### config.mk
export PLATFORM = sky130hd
export DESIGN_NAME = mprj_io_ctrl_flat
export DESIGN_NICKNAME = d
export VERILOG_FILES = /design/src/rtl/mprj_io_ctrl_if.sv /design/src/rtl/mprj_io_ctrl.sv /design/src/flat_wrapper.sv
export SDC_FILE = /design/constraint.sdc
export NUM_CORES = 2
export LEC_CHECK = 0
export ABC_AREA = 1
export ABC_CLOCK_PERIOD_IN_PS = 5000
export BUFFER_PORTS_ARGS = -buffer_cell sky130_fd_sc_hd__buf_2
export CELL_PAD_IN_SITES_DETAIL_PLACEMENT = 2
export CELL_PAD_IN_SITES_GLOBAL_PLACEMENT = 2
export CORE_ASPECT_RATIO = 0.8
export CORE_MARGIN = 2
export CORE_UTILIZATION = 38
export DETAILED_ROUTE_END_ITERATION = 12
export PLACE_DENSITY_LB_ADDON = 0.1
export SYNTH_ARGS = -nofsm -noshare
export SYNTH_HDL_FRONTEND = slang
export SYNTH_SLANG_ARGS = --single-unit
### constraint.sdc
create_clock -name wb_clk_i -period 5 [get_ports wb_clk_i]
set_input_delay 0.5 -clock wb_clk_i [delete_from_list [all_inputs] [get_ports wb_clk_i]]
set_output_delay 0.5 -clock wb_clk_i [all_outputs]
set_load 0.1 [all_outputs]
### src/rtl/mprj_io_ctrl_if.sv
// Configuration register bus between a host and the mprj_io_ctrl pad controller.
// The host owns the strobes, address and write data; the controller returns registered read data.
interface mprj_io_ctrl_if #(
  parameter int ADDR_W = 7
) ();
  logic              cfg_we;
  logic              cfg_re;
  logic [ADDR_W-1:0] cfg_addr;
  logic [15:0]       cfg_wdata;
  logic [15:0]       cfg_rdata;

  modport master (
    output cfg_we, cfg_re, cfg_addr, cfg_wdata,
    input  cfg_rdata
  );

  modport slave (
    input  cfg_we, cfg_re, cfg_addr, cfg_wdata,
    output cfg_rdata
  );
endinterface

### src/rtl/mprj_io_ctrl.sv
// Per-pad configuration, output registering, and input synchronise/debounce/edge capture
// for the mprj_io pad array, with W1C pending bits ORed into a single interrupt.
module mprj_io_ctrl #(
  parameter int NUM_PADS    = 38,
  parameter int SYNC_STAGES = 2,
  parameter int ADDR_W      = 7
) (
  input  logic                  wb_clk_i,
  input  logic                  wb_rst_i,
  mprj_io_ctrl_if.slave         cfg,
  input  logic [NUM_PADS-1:0]   core_out,
  output logic [NUM_PADS-1:0]   core_in,
  output logic                  irq,
  output logic [NUM_PADS-1:0]   io_out,
  output logic [NUM_PADS-1:0]   oeb,
  output logic [NUM_PADS-1:0]   inp_dis,
  output logic [3*NUM_PADS-1:0] dm,
  input  logic [NUM_PADS-1:0]   io_in
);

  localparam int          NUM_WORDS = (NUM_PADS + 15) / 16;
  localparam logic [15:0] CFG_RESET = 16'h0009;

  logic [ADDR_W-1:0]       addr;
  logic [31:0]             addr_ext;
  logic [15:0]             cfg_words [NUM_PADS];
  logic [NUM_PADS-1:0]     filt;
  logic [NUM_PADS-1:0]     pending;
  logic [16*NUM_WORDS-1:0] pending_ext;
  logic [15:0]             rdata_next;

  assign addr     = cfg.cfg_addr;
  assign addr_ext = 32'(addr);

  for (genvar n = 0; n < NUM_PADS; n++) begin : g_pad
    localparam logic [31:0] CFG_ADDR = 32'(n);
    localparam logic [31:0] STS_ADDR = 32'(NUM_PADS + n / 16);
    localparam int          STS_BIT  = n % 16;

    logic [15:0]            cfg_r;
    logic [SYNC_STAGES-1:0] sync_r;
    logic [7:0]             cnt_r;
    logic                   f_r;
    logic                   f_prev_r;
    logic                   pend_r;
    logic                   out_r;
    logic                   cfg_sel;
    logic                   pend_clr;
    logic                   pend_set;
    logic                   s;

    assign cfg_sel  = cfg.cfg_we && (addr_ext == CFG_ADDR);
    assign pend_clr = cfg.cfg_we && (addr_ext == STS_ADDR) && cfg.cfg_wdata[STS_BIT];
    assign s        = sync_r[SYNC_STAGES-1];
    assign pend_set = (cfg_r[6] & f_r & ~f_prev_r) | (cfg_r[7] & ~f_r & f_prev_r);

    // A config rewrite restarts the debounce window but leaves f and pending alone;
    // a new edge beats a same-cycle W1C clear.
    always_ff @(posedge wb_clk_i) begin
      if (wb_rst_i) begin
        cfg_r    <= CFG_RESET;
        sync_r   <= '0;
        cnt_r    <= '0;
        f_r      <= 1'b0;
        f_prev_r <= 1'b0;
        pend_r   <= 1'b0;
        out_r    <= 1'b0;
      end else begin
        if (cfg_sel) cfg_r <= cfg.cfg_wdata;
        sync_r   <= {sync_r[SYNC_STAGES-2:0], io_in[n] & ~cfg_r[4]};
        f_prev_r <= f_r;
        out_r    <= core_out[n];
        pend_r   <= pend_set | (pend_r & ~pend_clr);

        if (!cfg_r[5]) begin
          f_r   <= s;
          cnt_r <= '0;
        end else if (s == f_r) begin
          cnt_r <= '0;
        end else if (cnt_r == cfg_r[15:8]) begin
          f_r   <= s;
          cnt_r <= '0;
        end else begin
          cnt_r <= cnt_r + 8'd1;
        end

        if (cfg_sel) cnt_r <= '0;
      end
    end

    assign cfg_words[n]  = cfg_r;
    assign dm[3*n +: 3]  = cfg_r[2:0];
    assign oeb[n]        = cfg_r[3];
    assign inp_dis[n]    = cfg_r[4];
    assign io_out[n]     = out_r;
    assign filt[n]       = f_r;
    assign pending[n]    = pend_r;
  end

  always_comb begin
    pending_ext                 = '0;
    pending_ext[NUM_PADS-1:0]   = pending;
  end

  // Unmapped addresses fall through to zero.
  always_comb begin
    rdata_next = '0;
    for (int n = 0; n < NUM_PADS; n++) begin
      if (addr_ext == 32'(n)) rdata_next = cfg_words[n];
    end
    for (int k = 0; k < NUM_WORDS; k++) begin
      if (addr_ext == 32'(NUM_PADS + k)) rdata_next = pending_ext[16*k +: 16];
    end
  end

  always_ff @(posedge wb_clk_i) begin
    if (wb_rst_i) begin
      cfg.cfg_rdata <= '0;
    end else if (cfg.cfg_re) begin
      cfg.cfg_rdata <= rdata_next;
    end
  end

  assign irq     = |pending;
  assign core_in = filt;

endmodule

### src/flat_wrapper.sv
// flat-port wrapper written by rule: the top's interface ports become plain ports
module mprj_io_ctrl_flat 
#(
  parameter int NUM_PADS    = 38,
  parameter int SYNC_STAGES = 2,
  parameter int ADDR_W      = 7
)
  (wb_clk_i, wb_rst_i, core_out, core_in, irq, io_out, oeb, inp_dis, dm, io_in, cfg_cfg_we, cfg_cfg_re, cfg_cfg_addr, cfg_cfg_wdata, cfg_cfg_rdata);
  mprj_io_ctrl_if #(.ADDR_W(ADDR_W)) cfg_i ();
  input  logic wb_clk_i;
  input  logic wb_rst_i;
  input  logic [NUM_PADS-1:0] core_out;
  output logic [NUM_PADS-1:0] core_in;
  output logic irq;
  output logic [NUM_PADS-1:0] io_out;
  output logic [NUM_PADS-1:0] oeb;
  output logic [NUM_PADS-1:0] inp_dis;
  output logic [3*NUM_PADS-1:0] dm;
  input  logic [NUM_PADS-1:0] io_in;
  input wire logic [$bits(cfg_i.cfg_we)-1:0] cfg_cfg_we;
  input wire logic [$bits(cfg_i.cfg_re)-1:0] cfg_cfg_re;
  input wire logic [$bits(cfg_i.cfg_addr)-1:0] cfg_cfg_addr;
  input wire logic [$bits(cfg_i.cfg_wdata)-1:0] cfg_cfg_wdata;
  output wire logic [$bits(cfg_i.cfg_rdata)-1:0] cfg_cfg_rdata;
  assign cfg_i.cfg_we = cfg_cfg_we;
  assign cfg_i.cfg_re = cfg_cfg_re;
  assign cfg_i.cfg_addr = cfg_cfg_addr;
  assign cfg_i.cfg_wdata = cfg_cfg_wdata;
  assign cfg_cfg_rdata = cfg_i.cfg_rdata;
  mprj_io_ctrl #(.NUM_PADS(NUM_PADS), .SYNC_STAGES(SYNC_STAGES), .ADDR_W(ADDR_W)) u_core (.wb_clk_i(wb_clk_i), .wb_rst_i(wb_rst_i), .cfg(cfg_i), .core_out(core_out), .core_in(core_in), .irq(irq), .io_out(io_out), .oeb(oeb), .inp_dis(inp_dis), .dm(dm), .io_in(io_in));
endmodule
==> metrics.json <==
{
  "run_status": {
    "run_status": "completed"
  },
  "global_route": {
    "grt_overflow_total": 0,
    "number_of_antenna_violations_at_the_first_check_in_global_routing": 17,
    "grt_max_degree": 83,
    "vias_in_the_first_global_route": 52200,
    "grt.total_usage_pct": 33.6,
    "grt_first_pass_wirelength_um": 353000
  },
  "route": {
    "dr.pass1.iters": 5,
    "postRouteWirelength_um": 240000,
    "drcViolationCount": 0,
    "antenna_left": 0,
    "detailroute.via_count": 50600,
    "route.detailed.wl_per_inst_um": 26.4,
    "avgViaCountPerCell": 5.58,
    "dr.first_iter.drc_count": 4261
  },
  "final_layout": {
    "areaGrowthSynthToFinish_pct": 14.0,
    "fillerInstances": 15500,
    "multi_input_gate_area_in_the_final_layout_um2": 22200,
    "stdcell_count": 9060,
    "nets": 7328,
    "ff_latch_area_um2": 23100,
    "drive_gt1_share_pct": 10.8
  },
  "timing": {
    "slew_headroom_pct": 15.1,
    "rsz0062_at_grt": "no",
    "clock-skew-final_ns": 0.0185,
    "timing.final.crit_period_ns": 4.11,
    "timing.fmax_ghz": 0.244,
    "period_utilization_pct": 82.1,
    "report.final.setup_viol": 0,
    "least_margin_pin_slew_ns": 1.27,
    "final.setup.tns_ns": 0,
    "post-route-worst-setup-slack_ns": 0.894,
    "slew_viol_final": 0,
    "timing_hold_violations_final": 0,
    "fin_hold_ws_ns": 0.0767
  },
  "placed_design": {
    "hpwlAfterDp_um": 172000,
    "post-place-cells": 8745,
    "place.port_buffers": 385,
    "routabilityCongestion": 0.951,
    "dpl_worst_slack_ns": 0.223
  },
  "synth": {
    "synth_ff_type": "sky130_fd_sc_hd__dfxtp_1",
    "asr_flop_ratio_synth_pct": 0,
    "syn-instance-count": 7052,
    "yosys-top-cells-area": "sky130_fd_sc_hd__dfxtp_1, sky130_fd_sc_hd__nand2_1, sky130_fd_sc_hd__a21oi_1, sky130_fd_sc_hd__o21ai_0, sky130_fd_sc_hd__inv_1",
    "yosysUniqueCellTypes": 40,
    "postSynthAreaPerCell_um2": 7.32,
    "synth_most_common_cell": "sky130_fd_sc_hd__nand2_1",
    "net_count_after_synthesis": 7193,
    "seq_total_area_yosys_pct": 44.8,
    "yosysWarnings": 0,
    "synth.ff_latch_count": 1156,
    "synth_enable_flop_cells": 0,
    "post_synth_most_frequent_cells": "sky130_fd_sc_hd__nand2_1, sky130_fd_sc_hd__dfxtp_1, sky130_fd_sc_hd__inv_1, sky130_fd_sc_hd__nor2_1, sky130_fd_sc_hd__a21oi_1",
    "post_synth_instance_area_um2": 51600,
    "synth_area_leader_cell": "sky130_fd_sc_hd__dfxtp_1",
    "synth.top_cell.area_share_pct": 44.8
  },
  "cts": {
    "cts_tree": "yes",
    "cts_resized": 0,
    "path_clk_slew_ns": 0.06,
    "post-cts-setup-buffers": 0,
    "clkLatencyLatePin_ns": 0.79,
    "tritoncts_num_sinks": 1156,
    "cts_root_buf": "sky130_fd_sc_hd__clkbuf_16",
    "numCtsBuffers": 131,
    "clock_tree.buffer_depth": 3,
    "htree_levels": 4,
    "ctsHoldBuffers": 78
  },
  "worst_setup_path": {
    "cp_slowest_cell": "sky130_fd_sc_hd__dfxtp_1",
    "path_class": "reg2reg",
    "worstReg2RegStart": "u_core.g_pad[0].cfg_r[1]$_SDFFE_PP0P_",
    "crit_chain": "nand2_1, nand2_1, a21oi_1, nand4_1, nor2_1, nand3_1, nor3_1, nand4_1, nand2_1, nand4_1, nand2_1, nand3_1, nand2_1, nand4_1, nor2_1, nand4_1, nand2_1, nand4_1, nor2_1, nand4_1, nand2_1, nand4_1, nand2_1, inv_1",
    "critical_path.max_stage_delay_ns": 0.39,
    "start_kind": "flip-flop",
    "worst_ep_arrival_time_ns": 4.79,
    "critical_path.startpoint": "u_core.g_pad[0].cfg_r[1]$_SDFFE_PP0P_",
    "maximum_net_fanout_on_the_critical_path": 3,
    "critPathCaptureType": "flip-flop",
    "critPathRequiredTime_ns": 5.68
  },
  "die": {
    "core.rowCount": 120,
    "core-area_um2": 134000,
    "chipHeight_um": 334,
    "design.die.area_um2": 139000,
    "ios": 386,
    "initial_core_util_pct": 38.4,
    "die_w_um": 416
  },
  "pwr": {
    "power.density_cell_area_nw_per_um2": 352,
    "max_vdd_drop_mv": 0.334,
    "cellLeakagePower_nw": 23.4
  },
  "job": {
    "drv_cap": 0
  },
  "worst_hold_path": {
    "worstHoldPathType": "in2reg",
    "hold_start": "io_in[25]"
  }
}
==> critical path, delay by kind of cell, from the launching register on <==
| family | cells | cell delay [ns] |
|---|---|---|
| buf+inv | 1 | 0.04 |
| compound gates | 1 | 0.20 |
| simple gates | 22 | 3.34 |
| flops | 1 | 0.39 |
==> metal layers <==
layer	vias to the layer above	GRT usage [%]	routed length (µm)	part of all wire (%)
met5	-	0	41	0.017
met4	6	12.3	8610	3.6
met3	384	4.44	13200	5.5
met2	1495	53.3	108000	45
met1	25800	46.7	109000	46
li1	22900	-	-	-
==> final timing paths <==
kind / endpoint / slack [ns] / cells after the start
setup reg to reg: u_core.cfg.cfg_rdata[1]$_SDFFE_PP0P_ / 0.89 / 24
hold reg to reg: u_core.g_pad[13].sync_r[1]$_SDFF_PP0_ / 0.41 / 2
hold / removal: u_core.g_pad[25].sync_r[0]$_SDFF_PP0_ / 0.08 / 3
setup / recovery: u_core.cfg.cfg_rdata[1]$_SDFFE_PP0P_ / 0.89 / 24
==> per-stage QoR <==
step / utilization (%) / cell area [µm²] / power [W]
floorplan: - / 51600 / 0.0102
global placement: 39.9 / 53600 / 0.0105
detailed placement: 39.9 / 53600 / 0.0106
CTS: 43.8 / 58800 / 0.0208
global route: 43.8 / 58900 / 0.0213
finish: 43.8 / 58900 / 0.0207
==> layout by cell type, fill, tap and decap left out, types with 78 or more instances in the layout <==
master,netlist,final
sky130_fd_sc_hd__nor2_1,750,741
sky130_fd_sc_hd__a21oi_1,719,719
sky130_fd_sc_hd__nand2_1,1295,1295
sky130_fd_sc_hd__inv_1,818,802
sky130_fd_sc_hd__o21ai_0,625,625
sky130_fd_sc_hd__dfxtp_1,1156,1156
sky130_fd_sc_hd__dlygate4sd3_1,0,78
sky130_fd_sc_hd__clkbuf_16,0,134
sky130_fd_sc_hd__xnor2_1,164,164
sky130_fd_sc_hd__nand4_1,216,216
sky130_fd_sc_hd__nand3_1,192,192
sky130_fd_sc_hd__xor2_1,108,108
sky130_fd_sc_hd__buf_4,267,116
sky130_fd_sc_hd__buf_2,8,384
==> registers in the layout, summed over array words and instances (netlist names) <==
name	cells
u_core.g_pad.out_r	38
u_core.g_pad.sync_r	76
u_core.g_pad.pend_r	38
u_core.cfg.cfg_rdata	16
u_core.g_pad.cfg_r	608
u_core.g_pad.f_prev_r	38
u_core.g_pad.f_r	38
u_core.g_pad.cnt_r	304
==> power breakdown <==
| part | internal, W | switching (W) | leakage [nW] |
|---|---|---|---|
| logic | 0.000213 | 0.000859 | 11.9 |
| clock network | 0.00609 | 0.00421 | 2.23 |
| registers | 0.00929 | 0.0000796 | 9.35 |
| total | 0.0156 | 0.00515 | 23.4 |
==> layout make-up <==
class | instances | area share, %
Antenna cell | 3 | 0.0128
Clock buffer | 180 | 6.43
Inverter | 829 | 5.31
Timing Repair Buffer | 581 | 6.17
Tap cell | 1769 | 3.76
Sequential cell | 1156 | 39.3
Clock inverter | 54 | 1.24
Multi-Input combinational cell | 4488 | 37.8
==> kinds of logic after synthesis <==
group / count (synthesis) / synth area share (%)
xor gates and xnor gates: 272 / 4.61
DFF: 1156 / 44.8
buffers and inverters: 1408 / 12.2
AOI/OAI and AO/OA: 1517 / 15.6
adders and majority gates: 38 / 0.921
and+or+nand+nor: 2661 / 21.9
Note: power is estimated with default switching activity, not from simulation.
